## config.mk

```make
export PLATFORM = sky130hd
export DESIGN_NAME = load_store_unit
export DESIGN_NICKNAME = d
export VERILOG_FILES = /design/src/rtl/load_store_unit.sv
export SDC_FILE = /design/constraint.sdc
export NUM_CORES = 1
export LEC_CHECK = 0
export BUFFER_PORTS_ARGS = -buffer_cell sky130_fd_sc_hd__buf_2
export CORE_MARGIN = 2
export CORE_UTILIZATION = 30
export CTS_CLUSTER_DIAMETER = 120
export DETAILED_ROUTE_END_ITERATION = 8
export GPL_ROUTABILITY_DRIVEN = 0
export PLACE_DENSITY = 0.57
export SLEW_MARGIN = 10
export SYNTH_ARGS = -nofsm -noshare
export SYNTH_HDL_FRONTEND = slang
export SYNTH_SLANG_ARGS = --single-unit
```

## constraint.sdc

```tcl
create_clock -name clk -period 5.1 [get_ports clk]
set_input_delay 0.51 -clock clk [delete_from_list [all_inputs] [get_ports clk]]
set_output_delay 0.51 -clock clk [all_outputs]
set_load 0.005 [all_outputs]
```

## src/rtl/load_store_unit.sv

```systemverilog
// Load/store unit: turns datapath MemRead/MemWrite requests into a single
// word-aligned bus transaction, with byte lanes, load extension and a timeout.
module load_store_unit #(
    parameter int unsigned TIMEOUT_CYCLES = 255
) (
    input  logic        clk,
    input  logic        rst,
    input  logic        req_read,
    input  logic        req_write,
    input  logic [2:0]  req_f3,
    input  logic [31:0] req_addr,
    input  logic [31:0] req_wdata,
    output logic        stall,
    output logic [31:0] load_data,
    output logic        misaligned,
    output logic        bus_error,
    output logic        bus_valid,
    output logic        bus_we,
    output logic [31:0] bus_addr,
    output logic [3:0]  bus_be,
    output logic [31:0] bus_wdata,
    input  logic        bus_ready,
    input  logic [31:0] bus_rdata
);

    typedef enum logic [1:0] {IDLE, BUS, DONE} state_t;

    localparam logic [7:0] TIMEOUT_COUNT = 8'(TIMEOUT_CYCLES);

    state_t      state;
    logic [7:0]  cycle_count;
    logic [7:0]  next_count;
    logic [2:0]  f3_q;
    logic [1:0]  lane_q;
    logic        is_load_q;
    logic        request;
    logic        addr_bad;
    logic        accept;
    logic [3:0]  store_be;
    logic [31:0] store_data;
    logic [31:0] shifted;
    logic [31:0] load_ext;

    // Alignment only matters while a new request can be accepted in IDLE.
    always_comb begin
        request = req_read | req_write;
        case (req_f3[1:0])
            2'b01:   addr_bad = req_addr[0];
            2'b10:   addr_bad = (req_addr[1:0] != 2'b00);
            default: addr_bad = 1'b0;
        endcase
        misaligned = (state == IDLE) && request && addr_bad;
        accept     = (state == IDLE) && request && !addr_bad;
        stall      = accept || (state == BUS);
        next_count = cycle_count + 8'd1;
    end

    always_comb begin
        case (req_f3[1:0])
            2'b00: begin
                store_be   = 4'b0001 << req_addr[1:0];
                store_data = {4{req_wdata[7:0]}};
            end
            2'b01: begin
                store_be   = 4'b0011 << req_addr[1:0];
                store_data = {2{req_wdata[15:0]}};
            end
            default: begin
                store_be   = 4'b1111;
                store_data = req_wdata;
            end
        endcase
    end

    // Bring the addressed lane down to bit 0 before extending it.
    always_comb begin
        shifted = bus_rdata >> {lane_q, 3'b000};
        case (f3_q)
            3'b000:  load_ext = {{24{shifted[7]}}, shifted[7:0]};
            3'b001:  load_ext = {{16{shifted[15]}}, shifted[15:0]};
            3'b100:  load_ext = {24'b0, shifted[7:0]};
            3'b101:  load_ext = {16'b0, shifted[15:0]};
            default: load_ext = bus_rdata;
        endcase
    end

    always_ff @(posedge clk) begin
        if (rst) begin
            state       <= IDLE;
            cycle_count <= 8'd0;
            load_data   <= 32'd0;
            bus_valid   <= 1'b0;
            bus_we      <= 1'b0;
            bus_be      <= 4'd0;
            bus_addr    <= 32'd0;
            bus_wdata   <= 32'd0;
            bus_error   <= 1'b0;
            f3_q        <= 3'd0;
            lane_q      <= 2'd0;
            is_load_q   <= 1'b0;
        end else begin
            bus_error <= 1'b0;
            case (state)
                IDLE: begin
                    if (accept) begin
                        state       <= BUS;
                        cycle_count <= 8'd0;
                        bus_valid   <= 1'b1;
                        bus_we      <= req_write;
                        bus_addr    <= {req_addr[31:2], 2'b00};
                        bus_be      <= req_write ? store_be : 4'b1111;
                        bus_wdata   <= req_write ? store_data : 32'd0;
                        f3_q        <= req_f3;
                        lane_q      <= req_addr[1:0];
                        is_load_q   <= !req_write;
                    end
                end
                BUS: begin
                    // A ready on the final counted cycle still wins over the timeout.
                    if (bus_ready) begin
                        state     <= DONE;
                        bus_valid <= 1'b0;
                        if (is_load_q) load_data <= load_ext;
                    end else begin
                        cycle_count <= next_count;
                        if (next_count == TIMEOUT_COUNT) begin
                            state     <= DONE;
                            bus_valid <= 1'b0;
                            bus_error <= 1'b1;
                            if (is_load_q) load_data <= 32'd0;
                        end
                    end
                end
                DONE:    state <= IDLE;
                default: state <= IDLE;
            endcase
        end
    end

endmodule

```

=== Word-level counts from Yosys, hierarchy flattened ===
Cells that the tools add are included.

* Eq/ne operators: 10
* Reductions and logical operators: 18
* Multiplexer cells: 22
* Add/sub/neg operators: 1
* Shifts and indexed selects: 3
* Bitwise operators: 2

{| class="wikitable"
|+ Operators by type and width
! operator !! number
|-
| $mux W32 || 5
|-
| $pmux W32 S4 || 1
|-
| $pmux W32 S2 || 1
|-
| $shr A32 B5 Y16 || 1
|-
| $mux W8 || 2
|-
| $pmux W8 S2 || 1
|-
| $reduce_and A3 Y1 || 3
|-
| $add A8 B1 Y8 const B || 1
|-
| $eq A8 B8 Y1 const B || 1
|-
| $pmux W4 S2 || 1
|-
| $eq A3 B3 Y1 const B || 2
|-
| $mux W2 || 3
|-
| $reduce_bool A2 Y1 || 3
|-
| $eq A2 B1 Y1 const B || 2
|-
| $logic_not A2 Y1 || 2
|-
| $mux W1 || 4
|-
| $mux W4 || 1
|-
| $ne A2 B2 Y1 const B || 2
|-
| $pmux W1 S2 || 2
|-
| $pmux W2 S2 || 1
|-
| $reduce_and A2 Y1 || 2
|-
| $shl A1 B2 Y4 const A || 1
|-
| $shl A2 B2 Y4 const A || 1
|-
| $eq A3 B1 Y1 const B || 1
|-
| 9 further kinds || 12
|}

* Logic and storage cells: 68
* Output and inout bits: 105
* Register bits after elaboration: 117
* Input bits: 104

=== Logic depth before layout (Yosys ltp) ===
Gate-level depths: netlist (run 1).

* Depth after elaboration: 6
* Gate-level depth with buffers: 11
* Mapped depth without buffers: 7

=== Worst setup path after synthesis (run 1) ===
No wires, ideal clock.

* Path kind: input to output
* Start: input port req_f3[1]
* End: output port stall
* Path slack: 2659 ps
* Path buffers: 2
* Arrival: 1931 ps
* Cell stages on the path: 7
* Required time: 4590 ps
* Path through: clkbuf_1 -> inv_1 -> ha_1 -> a21bo_2 -> nand2_1 -> clkbuf_1 -> nand2_1

* Cells in the longest elaborated chain, start to end: 5
* Elaborated cells between the ends (all ways): 6
* Those cells by class: eq/ne (2); mux (1); reduce/logical (3)

{| class="wikitable"
|+ RTL lines
! element !! RTL line !! source
|-
| start: declaration || 10 || <nowiki>input logic [2:0] req_f3,</nowiki>
|-
| $eq A2 B2 Y1 or $eq A2 B1 Y1 (tied branches) || 47 || <nowiki>case (req_f3[1:0])</nowiki>
|-
| $pmux W1 S2 * || 47 ||
|-
| $logic_not A1 Y1 * || 53 || <nowiki>accept = (state == IDLE) && request && !addr_bad;</nowiki>
|-
| $logic_and A1 B1 Y1 * || 53 ||
|-
| $logic_or A1 B1 Y1 * || 54 || <nowiki>stall = accept || (state == BUS);</nowiki>
|-
| end: declaration || 13 || <nowiki>output logic stall,</nowiki>
|}

Mark *: on every way between the ends. The rest lies on a longest branch, timed or not.

=== Worst setup path after layout (run 1) ===
* Start: input port req_f3[1]
* End: register bus_addr[7]

* Cells in the longest elaborated chain, start to end: 5
* Elaborated cells between the ends (all ways): 6
* Those cells by class: eq/ne (2); mux (1); reduce/logical (3)

{| class="wikitable"
|+ RTL lines
! element !! RTL line !! source
|-
| $eq A2 B2 Y1 or $eq A2 B1 Y1 (tied branches) || 47 ||
|-
| $pmux W1 S2 * || 47 ||
|-
| $logic_not A1 Y1 * || 53 ||
|-
| $logic_and A1 B1 Y1 * || 53 ||
|-
| $reduce_and A2 Y1 (no line) * || n/a ||
|-
| end signal: assignment || 110 || <nowiki>bus_addr <= {req_addr[31:2], 2'b00};</nowiki>
|-
| end: declaration || 19 || <nowiki>output logic [31:0] bus_addr,</nowiki>
|}

Marked as above.
A chain may end at the register's enable or synchronous reset.

==> results.toml, run 1 <==
[run_status]
outcome = "finished, final reports clean"

[floorplanning]
io_pins = 209
fp-row-count = 49
core_area_um2 = 18100
fp.dieH_um = 141
dieArea_um2 = 19700
initial_core_util_pct = 30.8
fp.dieW_um = 141

[hold_path]
hold_depth = 3
holdPathEnd = "bus_addr[15]"
min-delay-start = "req_addr[15]"
holdCritPathClass = "input port to flip-flop"

[route]
drtIter0Drc = 294
drc = 0
vias_per_cell = 4.96
firstDrtPassIters = 4
totalWireLength_um = 17600
dr_total_vias = 5451
ant_nets = 0
wl_per_cell_um = 16.0

[setup_path]
path_delay_family = "simple AND/OR/NAND/NOR gates"
path_cells = "buf_2 > inv_1 > ha_1 > o21ai_1 > a21bo_2 > and2_2 > buf_4 > nand2_1 > a21oi_1"
reg2reg_depth = 5
endpoint_kind = "flip-flop"
critPathLaunchType = "input port"
cp.arrival_ps = 3080
required_ps = 5440
crit_type = "input port to flip-flop"
r2r_setup_slack_ps = 2450
crit_buf_inv = 3
r2r-start = "lane_q[0]"
crit_path_max_incr_delay_ps = 920
crit_slowest_cell = "and2_2"
cp_max_fo = 58
reg2reg_to = "load_data[20]"

[sta]
rsz0062_at_grt = "no"
fin_crit_ps = 2740
fin_crit_sh_pct = 53.8
tightest_slew_ps = 1140
holdWs_ps = 320
tns_ps = 0
max_freq_mhz = 365
setup-violations-final = 0
hold_violations = 0
slew_viol_final = 0
slew_headroom_pct = 23.6
final.setup_skew_ps = 15.3

[yosys]
syn_inst = 685
yosysUniqueCellTypes = 51
synth.top_cells.by_count = "nand2_1 (138), dfxtp_1 (117), a21oi_1 (88)"
syn_area_per_cell_um2 = 8.16
async_flop_share_pct = 0
synth_edf_count = 0
yosysSeqAreaShare_pct = 41.9
synth_top_cell_area_share_pct = 41.9
syn-cell-area_um2 = 5590
yosys.area.top_type = "dfxtp_1"
ys_ff_latch = 117
synth.most_common_cell = "nand2_1"
ys_warn_count = 0
synth_ff_type = "dfxtp_1"
synth_area_leaders = "dfxtp_1 (42%), nand2_1 (9.3%), a21oi_1 (7.9%)"

[cts]
cts_made_buffers = 17
htreeDepth = 4
clk_latency_ps = 420
post_cts_buffers = 0
ctsResizeCount = 0
clk_pin_slew_ps = 70
cts_tree = "done"
cts_hold_buf = 0
clockRootBuffer = "clkbuf_16"
cts.sinks = 117
cts_buffer_depth = 2

[grt]
grt_pass1_wl_um = 27900
grt_pass1_vias = 5214
grtUsageTotal_pct = 17.7
grt_max_degree = 86
grt_overflow_total = 0
antenna_found_initial = 0

[layout]
layout-drive-gt1-share_pct = 30.3
final_nets = 967
syn2layout_area_growth_pct = 30.3
layout.cells.non_filler = 1100
n_antenna_cell = 0

[placement]
dpl.cell_count = 1068
dpl.hpwl_um = 12300
portBuffers = 206

[power_and_ir_drop]
p_leak_nw = 3.10
ir_drop_uv = 232
powerDensity_nw_per_um2 = 358

[run]
cap_violations = 0
## flip-flops by register name, summed over array words and instances (netlist names)
| name | flops |
|---|---|
| bus_valid | 1 |
| is_load_q | 1 |
| bus_error | 1 |
| cycle_count | 8 |
| lane_q | 2 |
| bus_addr | 30 |
| f3_q | 3 |
| bus_wdata | 32 |
| bus_be | 4 |
| bus_we | 1 |
| state | 2 |
| load_data | 32 |
## routing by layer
| metal | vias to the layer above | track usage [%] | routed length [um] |
|---|---|---|---|
| li1 | 2743 | - | - |
| met1 | 2497 | 23.2 | 7830 |
| met2 | 201 | 27.6 | 8070 |
| met3 | 10 | 6.63 | 1560 |
| met4 | 0 | 4.42 | 120 |
| met5 | - | 0 | 0 |
## metrics by stage
step / total power (W) / utilization (%) / area, um^2 / setup slack [ps]
after global placement: 0.00144 / 36.9 / 6700 / 1960
after CTS: 0.00265 / 40.2 / 7290 / 2360
after detailed placement: 0.00144 / 36.9 / 6700 / 1930
after floorplan: 0.00128 / - / 5600 / 2660
final: 0.00261 / 40.2 / 7290 / 2360
after global routing: 0.00274 / 40.2 / 7290 / 2090
## cell families (layout without fill, tap and decap cells)
group / Yosys count / in the layout / share of synthesized area, %
compound gates: 176 / 176 / 19.9
buf+inv: 67 / 252 / 5.37
other cells: 1 / 2 / 0.0671
mux: 53 / 53 / 10.1
simple gates: 266 / 266 / 21.5
flops: 117 / 117 / 41.9
fa+ha+maj: 5 / 5 / 1.12
## where the power goes
part / leakage (nW) / internal [W] / switching [W]
registers: 0.954 / 0.000968 / 0.0000406
logic: 1.86 / 0.000163 / 0.000244
clock network: 0.283 / 0.000693 / 0.000501
## cell usage in the layout (no fill, tap or decap), types with 3 or more instances in the layout
cell / instances
buf_4: 7
dfxtp_1: 117
o22ai_1: 10
mux2i_1: 44
mux2_2: 7
nand3_1: 36
nor2b_1: 5
a31oi_1: 3
a21oi_1: 88
nor2_1: 33
inv_8: 4
ha_1: 5
o211ai_1: 22
inv_1: 7
nand3b_1: 4
nand2b_1: 37
a22oi_1: 14
clkbuf_16: 17
nor3_1: 3
o221ai_1: 7
nand2_1: 137
inv_6: 5
clkinv_4: 3
a22o_1: 8
o21ai_0: 7
buf_2: 205
## worst register-to-register path: cells and delay by family, from the launching register on
kind / cells / cell delay, ps
flip-flops: 1 / 1070
multiplexers: 3 / 920
AO/OA/AOI/OAI: 2 / 590
## cell type report
class	instances	area [um^2]
Clock inverter	15	160
Fill cell	1926	10900
Inverter	8	30.0
Multi-Input combinational cell	502	2960
Clock buffer	17	425
Sequential cell	117	2340
Tap cell	229	287
Timing Repair Buffer	212	1080
## worst max-delay path by stage
stage	depth (start not counted)	start	slack, ps	end
global route	9	req_f3[1]	2090	bus_addr[14]
finish	9	req_f3[1]	2360	bus_addr[7]
detailed placement	9	req_f3[1]	1930	bus_addr[7]
floorplan	7	req_f3[1]	2660	stall
CTS	9	req_f3[1]	2360	bus_addr[7]
global placement	9	req_f3[1]	1960	bus_addr[3]
Note: power is estimated with default switching activity, not from simulation.
==> run 2, diff against run 1 <==
Settings changed: PLACE_DENSITY 0.57 to 0.59.
Clock period 5.1 ns to 2.5 ns, I/O delays scaled along.
==> results.toml, run 2 (synthesized netlist as in run 1, its figures left out) <==
[cts]
cts_hold_buf = 0
post_cts_buffers = 0
htreeDepth = 4
cts_tree = "done"
clockRootBuffer = "clkbuf_16"
ctsResizeCount = 0
clk_latency_ps = 420
cts.sinks = 117
cts_buffer_depth = 2
cts_made_buffers = 17
clk_pin_slew_ps = 60

[sta]
tightest_slew_ps = 511
max_freq_mhz = 443
setup-violations-final = 0
slew_viol_final = 0
holdWs_ps = 65.2
tns_ps = 0
fin_crit_sh_pct = 90.3
rsz0062_at_grt = "no"
hold_violations = 0
fin_crit_ps = 2260
slew_headroom_pct = 65.8
final.setup_skew_ps = 10.2

[setup_path]
cp.arrival_ps = 2600
required_ps = 2840
crit_end = "load_data[26]"
endpoint_kind = "flip-flop"
reg2reg_to = "load_data[26]"
critPathLaunchType = "flip-flop"
r2r-start = "cycle_count[0]"
crit_type = "flip-flop to flip-flop"
crit_start = "cycle_count[0]"
reg2reg_depth = 7
r2r_setup_slack_ps = 240
cp_max_fo = 23

[layout]
layout-drive-gt1-share_pct = 31.2
final_cell_mix = "buf_2 (205), nand2_1 (137), dfxtp_1 (117)"
mostFrequentLayoutCell = "buf_2"
final_area_um2 = 7400
layout.cells.non_filler = 1112
final_util_pct = 40.8
final_nets = 979
fillerInstances = 1932
syn2layout_area_growth_pct = 32.3
reg_top3 = "bus_wdata (32), load_data (32), bus_addr (30)"

[grt]
grt_max_degree = 86
grtUsageTotal_pct = 18.3
grt_pass1_vias = 5393
grt_pass1_wl_um = 28600
grt_overflow_total = 0
antenna_found_initial = 1

[route]
vias_per_cell = 5.02
ant_nets = 0
drtIter0Drc = 284
wl_per_cell_um = 16.2
dr_total_vias = 5578
totalWireLength_um = 18000
drc = 0
firstDrtPassIters = 5

[floorplanning]
dieArea_um2 = 19700
core_area_um2 = 18100
fp-row-count = 49
fp.dieW_um = 141
initial_core_util_pct = 30.8
fp.dieH_um = 141
io_pins = 209

[power_and_ir_drop]
powerDensity_nw_per_um2 = 713
ir_drop_uv = 504
p_leak_nw = 3.16

[run]
cap_violations = 0

[placement]
dpl.hpwl_um = 12700
placed_area_um2 = 6830
portBuffers = 206
dpl.cell_count = 1080

[run_status]
outcome = "finished, final reports clean"

[hold_path]
holdCritPathClass = "input port to flip-flop"
==> run 2: stage by stage <==
stage | worst slack (ps) | power [W]
2_1_floorplan | 491 | 0.00261
4_1_cts | 247 | 0.00535
3_3_place_gp | 359 | 0.00297
6_report | 241 | 0.00527
3_5_place_dp | 248 | 0.00298
5_1_grt | 46.2 | 0.00554
==> run 2: where the power goes <==
| group | total, W | switching (W) | internal [W] |
|---|---|---|---|
| Sequential | 0.00205 | 0.0000704 | 0.00198 |
| Combinational | 0.000888 | 0.000524 | 0.000364 |
| Clock | 0.00234 | 0.000941 | 0.00140 |
==> run 2: how the worst min path moves through the flow <==
stage	from	endpoint	slack, ps	cells after the start
floorplan	req_addr[10]	bus_addr[10]	390	2
global placement	bus_wdata[8]	bus_wdata[8]	440	2
CTS	req_addr[22]	bus_addr[22]	40	3
detailed placement	bus_wdata[23]	bus_wdata[23]	440	2
finish	req_addr[24]	bus_addr[24]	70	3
global route	req_addr[2]	bus_addr[2]	60	3
==> run 2: final cells by class <==
type / instances / area [um^2] / area share, %
Inverter: 8 / 30.0 / 0.406
Sequential cell: 117 / 2340 / 31.7
Antenna cell: 1 / 2.50 / 0.0338
Tap cell: 229 / 287 / 3.87
Clock buffer: 18 / 439 / 5.94
Timing Repair Buffer: 224 / 1210 / 16.3
Multi-Input combinational cell: 502 / 2960 / 40.1
Clock inverter: 13 / 129 / 1.74
==> run 2: worst max-delay path, cell delays in order (launching register included) <==
cell      delay, ps
dfxtp_1         440
ha_1            260
and3_1          250
mux2i_1         230
o221ai_2        180
a21oi_4         210
buf_4           360
mux2i_1         240
==> run 2: layer usage <==
metal / global-route usage (%) / vias up / routed length [um]
met4: 5.63 / 0 / 182
met1: 22.8 / 2571 / 7780
met2: 29.5 / 223 / 8220
li1: - / 2768 / -
met3: 6.94 / 16 / 1830
met5: 0 / - / 0
==> run 3, diff against run 2 <==
Settings changed: HOLD_SLACK_MARGIN from default to 0.08.
==> results.toml, run 3 (synthesized netlist as in run 1, its figures left out) <==
[setup_path]
crit_type = "flip-flop to flip-flop"
endpoint_kind = "flip-flop"
reg2reg_to = "load_data[26]"
crit_end = "load_data[26]"
reg2reg_depth = 7
crit_start = "cycle_count[0]"
cp_max_fo = 23
required_ps = 2840
cp.arrival_ps = 2600
r2r_setup_slack_ps = 240
critPathLaunchType = "flip-flop"
r2r-start = "cycle_count[0]"

[power_and_ir_drop]
p_comb_share_pct = 17.4
ir_drop_uv = 503
power.share.switching_pct = 29.1
netSwitchingPower_w = 0.00155
p_clk_share_pct = 44.1
total_power_w = 0.00531
seqPwrFrac_pct = 38.5
powerDensity_nw_per_um2 = 691
p_leak_nw = 3.28
intPower_w = 0.00377

[sta]
tightest_slew_ps = 508
hold_violations = 0
slew_viol_final = 0
tns_ps = 0
max_freq_mhz = 443
holdWs_ps = 104
fin_crit_ps = 2260
slew_headroom_pct = 66.1
fin_crit_sh_pct = 90.3
setup-violations-final = 0
final.setup_skew_ps = 9.97
rsz0062_at_grt = "no"

[grt]
grt_pass1_wl_um = 29300
grt_pass1_vias = 5570
grt_max_degree = 86
grtUsageTotal_pct = 18.7
grt_overflow_total = 0
antenna_found_initial = 1

[route]
totalWireLength_um = 18400
ant_nets = 0
drtIter0Drc = 285
vias_per_cell = 5.00
wl_per_cell_um = 16.1
firstDrtPassIters = 5
dr_total_vias = 5701
drc = 0

[cts]
htreeDepth = 4
clk_latency_ps = 420
clockRootBuffer = "clkbuf_16"
cts.sinks = 117
cts_buffer_depth = 2
cts_tree = "done"
cts_made_buffers = 17
clk_pin_slew_ps = 60

[layout]
mostFrequentLayoutCell = "buf_2"
layout-drive-gt1-share_pct = 30.2
fillerInstances = 1899
final_nets = 1008
reg_top3 = "bus_wdata (32), load_data (32), bus_addr (30)"
final_util_pct = 42.4
syn2layout_area_growth_pct = 37.5
final_cell_mix = "buf_2 (205), nand2_1 (137), dfxtp_1 (117)"
final_area_um2 = 7690

[floorplanning]
fp-row-count = 49
dieArea_um2 = 19700
fp.dieW_um = 141
fp.dieH_um = 141
initial_core_util_pct = 30.8
core_area_um2 = 18100
io_pins = 209

[placement]
portBuffers = 206
placed_area_um2 = 6830
dpl.hpwl_um = 12700

[run_status]
outcome = "finished, final reports clean"

[run]
cap_violations = 0

[hold_path]
holdCritPathClass = "input port to flip-flop"
## run 3: cell count changes in the layout (fill, tap and decap cells not counted), sizes merged
cell / change
dlygate4sd3: +29
## run 3: per-layer routing
| metal | part of all wire [%] | GRT usage, % | wire [um] |
|---|---|---|---|
| met5 | 0 | 0 | 0 |
| met4 | 1.1 | 5.84 | 202 |
| met3 | 9.9 | 6.70 | 1820 |
| met2 | 47 | 31.0 | 8560 |
| met1 | 42 | 22.8 | 7810 |
## run 3: worst min path at each step
stage / start / to / slack (ps) / depth (start not counted)
after global routing: req_addr[28] / bus_addr[28] / 100 / 3
after detailed placement: bus_wdata[23] / bus_wdata[23] / 440 / 2
after CTS: req_addr[28] / bus_addr[28] / 80 / 3
after floorplan: req_addr[10] / bus_addr[10] / 390 / 2
after global placement: bus_wdata[8] / bus_wdata[8] / 440 / 2
final: req_addr[28] / bus_addr[28] / 100 / 3
## run 3: cell type report
class | instances | area (um^2) | area share, %
inverter | 8 | 30.0 | 0.390
multi-input combinational | 502 | 2960 | 38.5
timing repair buffer | 253 | 1500 | 19.5
antenna | 1 | 2.50 | 0.0325
sequential | 117 | 2340 | 30.5
clock buffer | 18 | 439 | 5.71
tap | 229 | 287 | 3.73
clock inverter | 13 | 129 | 1.68
## run 3: power by group through the flow
| stage | combinational (W) | sequential (W) | clock, W |
|---|---|---|---|
| 2_1_floorplan | 0.000529 | 0.00208 | 0 |
| 3_3_place_gp | 0.000893 | 0.00208 | 0 |
| 3_5_place_dp | 0.000897 | 0.00208 | 0 |
| 4_1_cts | 0.000934 | 0.00205 | 0.00240 |
| 5_1_grt | 0.00103 | 0.00206 | 0.00248 |
| 6_report | 0.000927 | 0.00205 | 0.00234 |
## run 3: critical path, cell delays in order (launching register included)
cell      delay [ps]
dfxtp_1          440
ha_1             270
and3_1           250
mux2i_1          230
o221ai_2         180
a21oi_4          210
buf_4            360
mux2i_1          240
## run 3: per-stage QoR
| stage | std cells | setup slack, ps |
|---|---|---|
| floorplan | 686 | 491 |
| global placement | 1080 | 359 |
| detailed placement | 1080 | 248 |
| CTS | 1140 | 247 |
| global route | 1140 | 46.2 |
| finish | 1141 | 242 |
## run 3: timing repair
| action | in CTS | in global routing |
|---|---|---|
| resized for setup | 0 | 0 |
| hold endpoints to repair | 29 | 0 |
| hold buffers | 29 | 0 |
| endpoints found under the setup margin | 0 | 0 |
| buffers inserted | 0 | 0 |
